## src/rtl/ps2_pkg.sv

```systemverilog
// ps2_pkg: shared PS/2 state encodings, frame constants and default cycle counts
package ps2_pkg;
  typedef enum logic [2:0] {
    S_IDLE,
    S_INHIBIT,
    S_REQ,
    S_SHIFT,
    S_ACK,
    S_WAIT_IDLE
  } ps2_tx_state_t;
  localparam int PS2_DATA_BITS = 8;
  localparam logic [3:0] PAR_IDX = 4'd8;
  localparam logic [3:0] ACK_IDX = 4'd9;
  localparam int DEF_INHIBIT_CYCLES = 10000;
  localparam int DEF_TIMEOUT_CYCLES = 1500000;
  function automatic int max_int(input int a, input int b);
    return (a > b) ? a : b;
  endfunction
endpackage

```

## src/rtl/ps2_line_sync.sv

```systemverilog
// ps2_line_sync: two-flop synchronizer with falling-edge detect for one PS/2 line
module ps2_line_sync (
  input  logic sys_clk,
  input  logic rst_n,
  input  logic line,
  output logic sync,
  output logic fall
);
  logic meta, prev;
  always_ff @(posedge sys_clk) begin
    if (!rst_n) {meta, sync, prev} <= 3'b111;
    else {meta, sync, prev} <= {line, meta, sync};
  end
  assign fall = prev & ~sync;
endmodule

```

## src/rtl/ps2_host_tx.sv

```systemverilog
// ps2_host_tx: host-to-device PS/2 command transmitter using request-to-send
module ps2_host_tx
  import ps2_pkg::*;
#(
  parameter int INHIBIT_CYCLES = DEF_INHIBIT_CYCLES,
  parameter int TIMEOUT_CYCLES = DEF_TIMEOUT_CYCLES
) (
  input  logic       sys_clk,
  input  logic       rst_n,
  input  logic [7:0] tx_data,
  input  logic       tx_valid,
  output logic       tx_ready,
  output logic       tx_done,
  output logic       tx_error,
  output logic       busy,
  input  logic       ps2_clk_in,
  input  logic       ps2_data_in,
  output logic       ps2_clk_low,
  output logic       ps2_data_low
);
  localparam int CW = $clog2(max_int(INHIBIT_CYCLES, TIMEOUT_CYCLES) + 1);
  localparam logic [CW-1:0] INH_LOAD = CW'(INHIBIT_CYCLES - 1);
  localparam logic [CW-1:0] TO_LOAD = CW'(TIMEOUT_CYCLES - 1);
  ps2_tx_state_t state;
  logic [PS2_DATA_BITS-1:0] shreg;
  logic par;
  logic [3:0] idx;
  logic [CW-1:0] cnt;
  logic clk_s, clk_fall, data_s, data_fall_unused;
  logic watching, timeout;
  ps2_line_sync u_clk_sync (
    .sys_clk(sys_clk),
    .rst_n  (rst_n),
    .line   (ps2_clk_in),
    .sync   (clk_s),
    .fall   (clk_fall)
  );
  ps2_line_sync u_data_sync (
    .sys_clk(sys_clk),
    .rst_n  (rst_n),
    .line   (ps2_data_in),
    .sync   (data_s),
    .fall   (data_fall_unused)
  );
  assign busy = ~tx_ready;
  assign watching = (state == S_REQ) || (state == S_SHIFT) || (state == S_ACK) || (state == S_WAIT_IDLE);
  assign timeout = watching && !clk_fall && (cnt == '0);
  always_ff @(posedge sys_clk) begin
    if (!rst_n) begin
      state        <= S_IDLE;
      tx_ready     <= 1'b1;
      tx_done      <= 1'b0;
      tx_error     <= 1'b0;
      ps2_clk_low  <= 1'b0;
      ps2_data_low <= 1'b0;
      shreg        <= '0;
      par          <= 1'b0;
      idx          <= '0;
      cnt          <= '0;
    end else begin
      tx_done <= 1'b0;
      if (watching) cnt <= clk_fall ? TO_LOAD : cnt - 1'b1;
      case (state)
        S_IDLE: if (tx_valid) begin
          shreg       <= tx_data;
          par         <= ~^tx_data;
          tx_error    <= 1'b0;
          cnt         <= INH_LOAD;
          ps2_clk_low <= 1'b1;
          tx_ready    <= 1'b0;
          state       <= S_INHIBIT;
        end
        S_INHIBIT: if (cnt == '0) begin
          ps2_clk_low  <= 1'b0;
          ps2_data_low <= 1'b1;
          cnt          <= TO_LOAD;
          state        <= S_REQ;
        end else cnt <= cnt - 1'b1;
        S_REQ: if (clk_fall) begin
          ps2_data_low <= ~shreg[0];
          idx          <= 4'd1;
          state        <= S_SHIFT;
        end
        S_SHIFT: if (clk_fall) begin
          ps2_data_low <= (idx == ACK_IDX) ? 1'b0 : (idx == PAR_IDX) ? ~par : ~shreg[idx[2:0]];
          idx          <= idx + 1'b1;
          if (idx == ACK_IDX) state <= S_ACK;
        end
        S_ACK: if (clk_fall) begin
          tx_error <= data_s;
          state    <= S_WAIT_IDLE;
        end
        S_WAIT_IDLE: if (clk_s && data_s) begin
          tx_done  <= 1'b1;
          tx_ready <= 1'b1;
          state    <= S_IDLE;
        end
        default: state <= S_IDLE;
      endcase
      if (timeout) begin
        ps2_clk_low  <= 1'b0;
        ps2_data_low <= 1'b0;
        tx_error     <= 1'b1;
        tx_done      <= 1'b1;
        tx_ready     <= 1'b1;
        state        <= S_IDLE;
      end
    end
  end
endmodule

```

## config.mk

```make
export PLATFORM = sky130hd
export DESIGN_NAME = ps2_host_tx
export DESIGN_NICKNAME = d
export VERILOG_FILES = /design/src/rtl/ps2_pkg.sv /design/src/rtl/ps2_line_sync.sv /design/src/rtl/ps2_host_tx.sv
export SDC_FILE = /design/constraint.sdc
export NUM_CORES = 1
export LEC_CHECK = 0
export ABC_AREA = 1
export ABC_CLOCK_PERIOD_IN_PS = 4000
export BUFFER_PORTS_ARGS = -buffer_cell sky130_fd_sc_hd__clkbuf_2
export CELL_PAD_IN_SITES_DETAIL_PLACEMENT = 0
export CELL_PAD_IN_SITES_GLOBAL_PLACEMENT = 1
export CORE_UTILIZATION = 40
export DETAILED_ROUTE_END_ITERATION = 6
export MAX_ROUTING_LAYER = met4
export PLACE_DENSITY_LB_ADDON = 0.1
export REMOVE_ABC_BUFFERS = 1
export SLEW_MARGIN = 25
export SYNTH_ARGS = -nofsm -noshare
export SYNTH_HDL_FRONTEND = slang
export SYNTH_SLANG_ARGS = --single-unit
```

## constraint.sdc

```tcl
create_clock -name sys_clk -period 4 [get_ports sys_clk]
set_input_delay 0.6 -clock sys_clk [delete_from_list [all_inputs] [get_ports sys_clk]]
set_output_delay 0.6 -clock sys_clk [all_outputs]
set_load 0.005 [all_outputs]
```

==> key figures <==
Clock network
  – Clock Tree Buf Depth: 2
  – TritonCTS Sinks: 47
  – CTS Buf Count: 5
  – Worst skew pair latency: 0.31 ns
  – CTS tree: yes
  – Clk Tree Root Cell: clkbuf_8
  – H-tree level count: 2
  – Register clock-pin slew on the reported worst setup and hold paths: 0.10 ns
  – Post-CTS setup buffers: 0
  – # resized after CTS: 0
  – Post-CTS Hold Fix Bufs: 0

Placement
  – Dpl hpwl: 5.76 mm
  – DP Area: 0.00305 mm²
  – Routability Congestion: 0.821
  – Buffers added on ports: 18
  – Pre-CTS setup slack: 1.91 ns

Synthesis
  – Register bit total from synthesis: 47
  – Synth area leaders: dfxtp_1 (33%), nand2_1 (11%), nor2_1 (7.4%), nand3_1 (7.3%), inv_1 (6.8%)
  – Post-synthesis average cell area: 6.65 µm²
  – EDFF count, synth: 0
  – Synthesized cell area: 0.00288 mm²
  – Synthesis warning total: 0
  – Asr flop ratio synth: 0%
  – Synth cell types: 37
  – Area leader, netlist: dfxtp_1
  – Sequential share of the synthesized area: 32.6%
  – Post-synth top area share: 32.6%
  – Main synth FF type: dfxtp_1
  – Synth Instances: 434

Floorplanning
  – Die Ht: 86.9 µm
  – Die Wd: 86.9 µm
  – Area of the die: 0.00755 mm²
  – Core Footprint: 0.00687 mm²
  – Initial core utilization: 42.0%
  – # rows: 30
  – IO Pins: 19

Setup path
  – Crit-path leading delay family: simple AND/OR/NAND/NOR gates
  – Crit path DAT: 2.33 ns
  – Most used cell, CP: nor2_2
  – CP startpoint kind: flop
  – WS Path Type: reg -> reg
  – Slowest cell on crit path: nor3_4
  – WP data required: 4.24 ns
  – Critical path endpoint category: flop
  – Buf/Inv on CP: 2
  – Crit-path max cell delay: 0.58 ns
  – Critical Path Fanout Max: 14
  – Critical path, cell by cell: inv_1 > nor3_4 > nand2_2 > inv_2 > nor2_2 > nor2_2 > nand2_1 > a21oi_1

Status
  – Status: completed

Detailed routing
  – Wire per inst: 13.8 µm
  – Post-Route WL: 7.56 mm
  – Via density: 4.97
  – TritonRoute pass-1 iters: 5
  – First DRT Iteration DRCs: 162
  – Via Count: 2,720
  – Post-route DRC: 0
  – Final ANT Viol Nets: 0

Cells and area
  – Layout Area Growth over Synthesis: 9.85%
  – Most common cell after layout, fill and taps aside: nand2_1
  – Most frequent cells in the layout: nand2_1 (85), nor2_1 (57), inv_1 (52)
  – Layout cells sized above 1: 12.4%
  – Post-route cell area: 0.00317 mm²
  – Total Nets Final: 468
  – Filler cell count: 752
  – Diode count: 0

Power
  – Internal power: 1.30 mW
  – Clk pwr share: 14.4%
  – Static leakage: 1.46 nW
  – Comb power frac: 56.8%
  – VDD IR max: 0.000250 V
  – Switch share: 49.6%
  – Cell Pwr Density: 815 mW/mm²
  – Total design power: 2.58 mW
  – Sequential power share: 28.8%
  – Switching pwr: 1.28 mW

Timing
  – Worst setup margin: 1.90 ns
  – FMAX: 477 MHz
  – Relative slew margins: 44.1%
  – Endpoints failing setup: 0
  – Post-route setup TNS: 0 ns
  – Tmin final: 2.10 ns
  – Final cycle utilization of the critical path: 52.4%
  – Final Hold Fails: 0
  – Final Skew: 0.00393 ns
  – Slew Limit Fails: 0
  – RSZ-0062 raised after global routing: false
  – Slew @ Worst Pin: 0.838 ns

Run
  – Max cap viols: 0

GRT
  – First-pass GRT wire length: 12.6 mm
  – Vias in the first global route: 2,596
  – Initial antenna violation count: 0
  – Overall routing resource usage: 22.6%
  – Largest net degree at the start of global routing: 24
  – GRT Residual Overflow: 0

Worst hold path
  – Hold WC Path Type: reg -> reg
## flip-flops by register name, indices dropped and copies added, names as in the netlist, 3 cells and up
name   flops
cnt       21
state      3
idx        4
shreg      8
## layout make-up
| type | instances | area [µm²] | area share [%] |
|---|---|---|---|
| Multi-Input combinational cell | 321 | 1680 | 53.1 |
| Sequential cell | 47 | 941 | 29.7 |
| Inverter | 56 | 210 | 6.64 |
| Tap cell | 96 | 120 | 3.79 |
| Timing Repair Buffer | 19 | 97.6 | 3.08 |
| Clock buffer | 5 | 68.8 | 2.17 |
| Clock inverter | 3 | 47.5 | 1.50 |
## synthesized netlist by cell type (2+ instances only)
cell	instances
xor2_1	7
o21bai_1	4
nand4_1	5
nor2_8	2
inv_1	52
ha_1	5
nor2_4	2
and2_1	2
nor3_1	2
or2_2	5
nand2_1	85
inv_2	4
nor2_1	57
o211ai_1	2
nand2_2	3
nand3b_1	2
o21ai_1	4
nand3_2	4
clkbuf_1	5
o22ai_1	3
nor2_2	5
o21ai_2	2
dfxtp_1	47
a21oi_1	34
o21ai_0	25
nand3_1	42
buf_2	4
xnor2_1	11
## path summary, 6_finish.rpt
check / cells after the start / from / to / slack [ns]
hold / removal: 1 / u_clk_sync.meta$_SDFF_PN1_ / u_clk_sync.sync$_SDFF_PN1_ / 0.42
setup / recovery: 8 / state[0]$_SDFFE_PP0P_ / cnt[16]$_SDFF_PN0_ / 1.90
hold reg to reg: 1 / u_clk_sync.meta$_SDFF_PN1_ / u_clk_sync.sync$_SDFF_PN1_ / 0.42
setup reg to reg: 8 / state[0]$_SDFFE_PP0P_ / cnt[16]$_SDFF_PN0_ / 1.90
## power by group through the flow
stage	clock [mW]	sequential [mW]	combinational, mW
after floorplan	0	0.713	1.14
after global placement	0	0.751	1.47
after detailed placement	0	0.755	1.46
after CTS	0.377	0.744	1.47
after global routing	0.403	0.762	1.67
final	0.372	0.744	1.46
## routing by layer
layer / routed length, µm / part of all wire [%] / up-vias / GRT usage, %
met5: 0 / 0 / - / -
met3: 223 / 3.0 / 12 / 2.84
li1: - / - / 1442 / -
met4: 171 / 2.3 / 0 / 8.64
met1: 3450 / 46 / 1219 / 26.9
met2: 3720 / 49 / 47 / 38.7
## kinds of logic (layout without fill, tap and decap cells)
family / after synthesis / count (layout) / synth area share (%)
AOI/OAI and AO/OA: 78 / 78 / 14.8
adders and majority gates: 5 / 5 / 2.17
buffers and inverters: 66 / 83 / 9.02
and+or+nand+nor: 220 / 220 / 35.9
xor gates and xnor gates: 18 / 18 / 5.47
DFF: 47 / 47 / 32.6
## per-stage QoR
stage / util (%) / hold WS (ns) / cells
4_1_cts: 46.1 / 0.424 / 547
2_1_floorplan: - / 0.393 / 424
3_3_place_gp: 44.4 / 0.396 / 539
6_report: 46.1 / 0.422 / 547
3_5_place_dp: 44.4 / 0.400 / 539
5_1_grt: 46.1 / 0.436 / 547
(Power assumes the default switching activity.)
